===== src/rtl/match_event_counter.sv =====
// -----------------------------------------------------------------------------
// match_event_counter
//
// Counts match events from a serial pattern detector over fixed windows of
// WIN_LEN clock cycles. A match event is a rising edge of det_in, so a level
// held high for several cycles counts once. Each completed window's count is
// offered to a telemetry sink over a valid/ready handshake. If a new result
// arrives while the previous one is still waiting, the new result is dropped
// and the sticky overrun flag is set.
//
// Parameters:
//   CNT_W    width of the event accumulator and of cnt_data
//   WIN_LEN  window length in clock cycles (2..65536)
//
// Ports:
//   clk        in   sole clock, rising edge
//   rst_n      in   asynchronous active-low reset
//   det_in     in   match output of the upstream detector (synchronous to clk)
//   en         in   counting enable; dropping it abandons the current window
//   clr        in   synchronous clear of the FSM, counters, result and overrun
//   cnt_valid  out  a window result is waiting on cnt_data
//   cnt_ready  in   sink accepts the result this cycle
//   cnt_data   out  event count of the most recently completed window
//   overrun    out  sticky: at least one window result was discarded
//
// Build option:
//   MATCH_EVENT_COUNTER_SAT_EN  when defined, the accumulator saturates at
//                               2**CNT_W-1; otherwise it wraps modulo 2**CNT_W.
// -----------------------------------------------------------------------------

module match_event_counter #(
    parameter int CNT_W   = 8,
    parameter int WIN_LEN = 256
) (
    input  logic             clk,
    input  logic             rst_n,
    input  logic             det_in,
    input  logic             en,
    input  logic             clr,
    output logic             cnt_valid,
    input  logic             cnt_ready,
    output logic [CNT_W-1:0] cnt_data,
    output logic             overrun
);

    localparam int               WIN_W    = $clog2(WIN_LEN);
    localparam logic [WIN_W-1:0] WIN_LAST = WIN_W'(WIN_LEN - 1);
    localparam logic [CNT_W-1:0] CNT_MAX  = '1;

    typedef enum logic {
        S_IDLE  = 1'b0,
        S_COUNT = 1'b1
    } state_e;

    // -------------------------------------------------------------------------
    // Declarations
    // -------------------------------------------------------------------------
    state_e             state_q, state_d;
    logic               det_q;
    logic [CNT_W-1:0]   acc_q, acc_d;
    logic [WIN_W-1:0]   win_cnt_q, win_cnt_d;
    logic               cnt_valid_q, cnt_valid_d;
    logic [CNT_W-1:0]   cnt_data_q, cnt_data_d;
    logic               overrun_q, overrun_d;

    logic               event_w;     // rising edge of det_in this cycle
    logic               count_act;   // this cycle is a counted window cycle
    logic               win_last;    // window counter sits on its last value
    logic               win_close;   // window completes at the end of this cycle
    logic [CNT_W-1:0]   acc_sum;     // accumulator including this cycle's event

    // -------------------------------------------------------------------------
    // Edge detector. det_q tracks det_in in every state and during clr so the
    // first cycle after an idle period still sees the true previous level.
    // -------------------------------------------------------------------------
    always_ff @(posedge clk or negedge rst_n) begin
        // NOTE: clocked state uses non-blocking assignments so every register
        // samples the pre-edge value of its neighbours, independent of
        // statement or process ordering.
        if (!rst_n) begin
            det_q <= 1'b0;
        end else begin
            det_q <= det_in;
        end
    end

    assign event_w = det_in & ~det_q;

    // -------------------------------------------------------------------------
    // Control FSM: state register
    // -------------------------------------------------------------------------
    always_ff @(posedge clk or negedge rst_n) begin
        if (!rst_n) begin
            state_q <= S_IDLE;
        end else begin
            state_q <= state_d;
        end
    end

    // -------------------------------------------------------------------------
    // Control FSM: next-state logic. clr overrides en in either state.
    // -------------------------------------------------------------------------
    always_comb begin
        // NOTE: every combinational output gets a default first so no path
        // through the block leaves it unassigned (which would infer a latch).
        state_d = state_q;
        if (clr) begin
            state_d = S_IDLE;
        end else begin
            unique case (state_q)
                S_IDLE:  if (en)  state_d = S_COUNT;
                S_COUNT: if (!en) state_d = S_IDLE;
                default: state_d = S_IDLE;
            endcase
        end
    end

    // -------------------------------------------------------------------------
    // Control FSM: outputs. A cycle is counted only in COUNT with en held and
    // no clr; the IDLE->COUNT transition cycle is therefore never counted, and
    // a close coinciding with clr or with en falling produces no result.
    // -------------------------------------------------------------------------
    always_comb begin
        count_act = 1'b0;
        if (state_q == S_COUNT && en && !clr) begin
            count_act = 1'b1;
        end
        win_last  = (win_cnt_q == WIN_LAST);
        win_close = count_act && win_last;
    end

    // -------------------------------------------------------------------------
    // Accumulator increment, including an event on the current cycle so that
    // an event on the last window cycle lands in that window's result.
    // -------------------------------------------------------------------------
    always_comb begin
        acc_sum = acc_q;
`ifdef MATCH_EVENT_COUNTER_SAT_EN
        if (event_w && (acc_q != CNT_MAX)) begin
            acc_sum = acc_q + CNT_W'(1);
        end
`else
        if (event_w) begin
            acc_sum = acc_q + CNT_W'(1);
        end
`endif
    end

    // -------------------------------------------------------------------------
    // Window counter and accumulator. Outside a counted mid-window cycle both
    // return to zero: that single rule covers IDLE, an en-drop abort, clr and
    // the start of the next back-to-back window after a close.
    // -------------------------------------------------------------------------
    always_comb begin
        acc_d     = '0;
        win_cnt_d = '0;
        if (count_act && !win_last) begin
            acc_d     = acc_sum;
            win_cnt_d = win_cnt_q + WIN_W'(1);
        end
    end

    always_ff @(posedge clk or negedge rst_n) begin
        if (!rst_n) begin
            acc_q     <= '0;
            win_cnt_q <= '0;
        end else begin
            acc_q     <= acc_d;
            win_cnt_q <= win_cnt_d;
        end
    end

    // -------------------------------------------------------------------------
    // Result register and handshake.
    //   - A transfer (valid & ready) empties the slot unless a new result is
    //     loaded on the same edge.
    //   - A closing window loads when the slot is empty or being emptied this
    //     cycle; otherwise the new result is dropped and overrun is set, so
    //     cnt_data stays stable while the sink stalls.
    // -------------------------------------------------------------------------
    always_comb begin
        cnt_valid_d = cnt_valid_q;
        cnt_data_d  = cnt_data_q;
        overrun_d   = overrun_q;
        if (clr) begin
            cnt_valid_d = 1'b0;
            cnt_data_d  = '0;
            overrun_d   = 1'b0;
        end else begin
            if (cnt_valid_q && cnt_ready) begin
                cnt_valid_d = 1'b0;
            end
            if (win_close) begin
                if (!cnt_valid_q || cnt_ready) begin
                    cnt_valid_d = 1'b1;
                    cnt_data_d  = acc_sum;
                end else begin
                    overrun_d   = 1'b1;
                end
            end
        end
    end

    always_ff @(posedge clk or negedge rst_n) begin
        if (!rst_n) begin
            cnt_valid_q <= 1'b0;
            cnt_data_q  <= '0;
            overrun_q   <= 1'b0;
        end else begin
            cnt_valid_q <= cnt_valid_d;
            cnt_data_q  <= cnt_data_d;
            overrun_q   <= overrun_d;
        end
    end

    assign cnt_valid = cnt_valid_q;
    assign cnt_data  = cnt_data_q;
    assign overrun   = overrun_q;

endmodule


===== config.mk =====
export PLATFORM = sky130hd
export DESIGN_NAME = match_event_counter
export DESIGN_NICKNAME = d
export VERILOG_FILES = /design/src/rtl/match_event_counter.sv
export SDC_FILE = /design/constraint.sdc
export NUM_CORES = 1
export LEC_CHECK = 0
export ABC_AREA = 0
export CORE_MARGIN = 2
export CORE_UTILIZATION = 48
export DETAILED_ROUTE_END_ITERATION = 8
export PLACE_DENSITY_LB_ADDON = 0.3
export SLEW_MARGIN = 20
export SYNTH_ARGS = -nofsm -noshare
export SYNTH_HDL_FRONTEND = slang
export SYNTH_SLANG_ARGS = --single-unit

===== constraint.sdc =====
create_clock -name clk -period 1.4 [get_ports clk]
set_input_delay 0.14 -clock clk [delete_from_list [all_inputs] [get_ports clk]]
set_output_delay 0.14 -clock clk [all_outputs]
set_load 0.01 [all_outputs]

After elaboration in Yosys (flattened, before gate mapping) --
Index checks and enable logic that the tools add are counted.
Word-level totals: output and inout port bits 10, word-level logic and storage cells 42, register bits after elaboration 28, input port bits 6
Operators by class: mux-type cells 16, bitwise gates (word level) 2, reduce and logical (&&, ||, !) cells 13, add/subtract/negate cells 2, equal/unequal tests 2
Operators with widths (count):
- 8-bit 2-to-1 mux | 6
- 8-bit by 1-bit adder with 8-bit output (second input constant) | 2
- 1-bit 2-to-1 mux | 10
- 8-bit == test (second input constant) | 1
- 1-bit logical AND | 5
- 2-bit AND reduction | 2
- 2-bit nonzero test | 2
- 1-bit logical NOT | 3
- 2-bit inequality test (second input constant) | 1
- 1-bit AND | 1
- 1-bit logical OR | 1
- 1-bit NOT | 1

Longest topological paths before layout --
depth after elaboration 6, mapped depth 6, depth with buffers taken out 5

Worst setup path before layout --
No wires, ideal clock.
kind register -> register, start point register win_cnt_q[0], end point register acc_q[1], cell stages (with the launch flop) 7, library setup time 0.071 ns, period minus slack after synthesis 1.361 ns, path buffers 1, data required time 1.329 ns, data arrival time 1.290 ns, slack 0.039 ns, cell sequence dfrtp_1 ha_1 and3_2 and2_4 nand2b_4 buf_6 nor2_1
On the way: longest elaborated chain between the ends 4
Ends and longest elaborated chain:
- start, declared | RTL line 61 | logic [WIN_W-1:0] win_cnt_q, win_cnt_d;
- start signal, assigned | RTL line 169 | win_cnt_q <= win_cnt_d;
- 8-bit == test | RTL line 128 | win_last = (win_cnt_q == WIN_LAST);
- 1-bit logical NOT | RTL line 157 | if (count_act && !win_last) begin
- 1-bit logical AND | RTL line 157
- 8-bit 2-to-1 mux | RTL line 157
- net acc_d[1] | RTL line 60 | logic [CNT_W-1:0] acc_q, acc_d;
- end signal, assigned | RTL line 165 | acc_q <= '0;
- end signal, assigned | RTL line 168 | acc_q <= acc_d;
- end, declared | RTL line 60
The timed path passes the listed nets, and every way through them passes these cells. A chain may end at the register's enable or synchronous reset.

Worst setup path after layout --
start point register win_cnt_q[0], end point register acc_q[4]
The elaborated chain is that of the path after synthesis.

==> impl_metrics.json <==
{
  "num_io_pins": 16,
  "period_share": 0.960,
  "synth_top_area_frac": 0.563,
  "reg2regPathDepth": 5,
  "place_congestion": 0.754,
  "grtUsageTotal": 0.154,
  "seq_area_frac_synth": 0.563,
  "io_buffers": 15,
  "fin_area_sq_mm": 0.00158,
  "yosys-top-cells-count": "dfrtp_1 (28), nor2_1 (17), nand3b_1 (9), xor2_1 (9), o21ai_0 (8)",
  "first_pass_iters": 3,
  "drive_above_1_share": 0.190,
  "wl_per_cell_um": 13.6,
  "r2r_end": "acc_q[4]",
  "antenna_found_initial": 0,
  "cts_root_buffer": "clkbuf_4",
  "placed_cells": 158,
  "required_ns": 1.66,
  "synth_mux_area_frac": 0.00805,
  "vias": 865,
  "drt_iter0_drc": 4,
  "yosysMostFrequentCell": "dfrtp_1",
  "synth_ff_type": "dfrtp_1",
  "fp.dieW_um": 54.9,
  "clk_path_buf_depth": 2,
  "slew-limit-headroom": 0.769,
  "tightest_slew_ns": 0.346,
  "std_cell_rows": 18,
  "worst-endpoint-arrival_ns": 1.61,
  "synth-seq-cells": 28,
  "synth_top_family_by_area": "simple AND/OR/NAND/NOR gates",
  "max_clock_freq_mhz": 744,
  "area_growth_pct": 26.7,
  "clkTransAtPathRegs_ns": 0.14,
  "clock-sinks": 28,
  "startpoint_type": "flop",
  "synth_edf_count": 0,
  "reg2reg_from": "win_cnt_q[0]",
  "slew_violations": 0,
  "first_global_vias": 758,
  "critPathKind": "reg -> reg",
  "setup-violations-final": 0,
  "rrSetupSlack_ns": 0.06,
  "synth_compound_area_frac": 0.0362,
  "syn_inst": 109,
  "synth_top_area_cell": "dfrtp_1",
  "core_area_sq_mm": 0.00248,
  "dpl.hpwl_um": 1500,
  "finalNonFillerCells": 167,
  "grt_overflow": 0,
  "cp-end-kind": "flop",
  "postCtsHoldBufs": 0,
  "finClkSkew_ns": 0.00661,
  "synthSimpleGateAreaFrac": 0.253,
  "drc_errors": 0,
  "layout.nets": 146,
  "start_util": 0.502,
  "h-tree-depth": 1,
  "worst_ir_drop_vdd_uv": 557,
  "hold_violations": 0,
  "status": "finished clean",
  "via_per_inst": 5.18,
  "antenna_cells": 0,
  "synth.distinct_cells": 26,
  "synthAdderAreaFrac": 0.0201,
  "rsz0062_at_grt": "false",
  "fin_crit_ns": 1.34,
  "tritoncts": "yes",
  "grt_max_degree": 29,
  "grt_pass1_wl_um": 3280,
  "hp-class": "in -> async",
  "syn-cell-area_sq_mm": 0.00124,
  "worstPathMaxFanout": 7,
  "crit_end": "acc_q[4]",
  "syn_area_per_cell_sq_um": 11.4,
  "wl_um": 2270,
  "synth_fp_nets": 117,
  "synthTopCellsByArea": "dfrtp_1 (56%), xor2_1 (6.3%), nand3b_1 (5.4%)",
  "dieArea_sq_mm": 0.00301,
  "place_area_sq_mm": 0.00146,
  "power_density_mw_per_mm2": 807,
  "ys_async_sr_fraction": 1.00,
  "synth_xor_xnor_area_share": 0.0915,
  "p_leak_uw": 0.000865,
  "clk_latency_ns": 0.33,
  "ant_nets": 0,
  "cp-startpoint": "win_cnt_q[0]",
  "yosys_warnings": 0,
  "numCtsBuffers": 3,
  "die_h_um": 54.9,
  "cap_violations": 0
}
## registers in the layout, indices dropped and copies added, names as in the netlist
| register | flops |
|---|---|
| cnt_data | 8 |
| cnt_valid | 1 |
| state_q | 1 |
| overrun | 1 |
| win_cnt_q | 8 |
| det_q | 1 |
| acc_q | 8 |
## per-stage QoR
stage                     worst slack (ns)  setup TNS, ns   util  hold slack [ns]  total power (uW)
after floorplan                     0.0390              0      -           -0.156               852
after global placement             -0.0768         -0.391  0.589            0.440               898
after detailed placement           -0.0978         -0.727  0.589            0.455               899
after CTS                          0.00333              0  0.615            0.179              1290
after global routing               0.00455              0  0.636            0.202              1320
final                               0.0554              0  0.636            0.172              1270
## where the power goes
group,leakage (uW),internal (uW),total [uW],switching [uW]
sequential,0.000388,813,815,1.80
clock,0.0000210,159,384,225
combinational,0.000457,35.4,71.7,36.3
## how the worst min path moves through the flow
stage / end / slack [ns]
finish: acc_q[5] / 0.17
floorplan: acc_q[0] / -0.16
CTS: cnt_data[1] / 0.18
detailed placement: win_cnt_q[0] / 0.46
global placement: win_cnt_q[0] / 0.44
global route: cnt_data[1] / 0.20
## timing repair
action,4_1_cts,5_1_grt
gates resized for setup,3,11
setup buffers,3,0
gates cloned,0,2
setup endpoints to repair,15,22
pin swaps,0,1
## area by class of cell
cell class,count,area (sq um)
clock buffer,4,36.3
timing repair buffer,26,254
multi-input combinational,78,543
fill,204,902
sequential,28,701
inverter,1,3.75
tap,30,37.5
## critical path, stage by stage (launching register included)
cell and delay (ns):
dfrtp_1 0.41, ha_1 0.22, and3_4 0.19, and2_4 0.16
nand2b_4 0.18, nor2_2 0.13
## per-layer routing
layer	track usage	vias to the layer above	wire, um
met5	0	-	0
met4	0.0610	0	26
met3	0.0323	4	99
met2	0.252	15	1070
met1	0.201	415	1060
li1	-	431	-
## kinds of logic (layout without fill, tap and decap cells)
kind of cell | after synthesis | after routing
AND/OR/NAND/NOR | 51 | 53
adder cells (fa/ha/maj) | 2 | 2
buffers and inverters | 5 | 31
multiplexers | 1 | 1
XOR/XNOR | 13 | 13
flip-flops | 28 | 28
AO/OA/AOI/OAI | 9 | 9
## placed cells by master, fill, tap and decap left out, types with 2 or more instances in the layout
| master | netlist | layout |
|---|---|---|
| buf_4 | 0 | 11 |
| and3_1 | 4 | 4 |
| xor2_1 | 9 | 9 |
| nand2_1 | 4 | 4 |
| nor2_2 | 0 | 2 |
| o21ai_0 | 8 | 8 |
| nand3b_1 | 9 | 9 |
| nand4_1 | 4 | 4 |
| ha_1 | 2 | 2 |
| nor2b_1 | 2 | 2 |
| nor2_1 | 17 | 15 |
| dlymetal6s2s_1 | 0 | 9 |
| nand2b_4 | 1 | 2 |
| xnor2_1 | 4 | 4 |
| clkbuf_4 | 0 | 3 |
| nand3_1 | 3 | 3 |
| clkdlybuf4s50_1 | 0 | 5 |
| dfrtp_1 | 28 | 28 |
No activity file was read; power rests on OpenSTA's default activity.
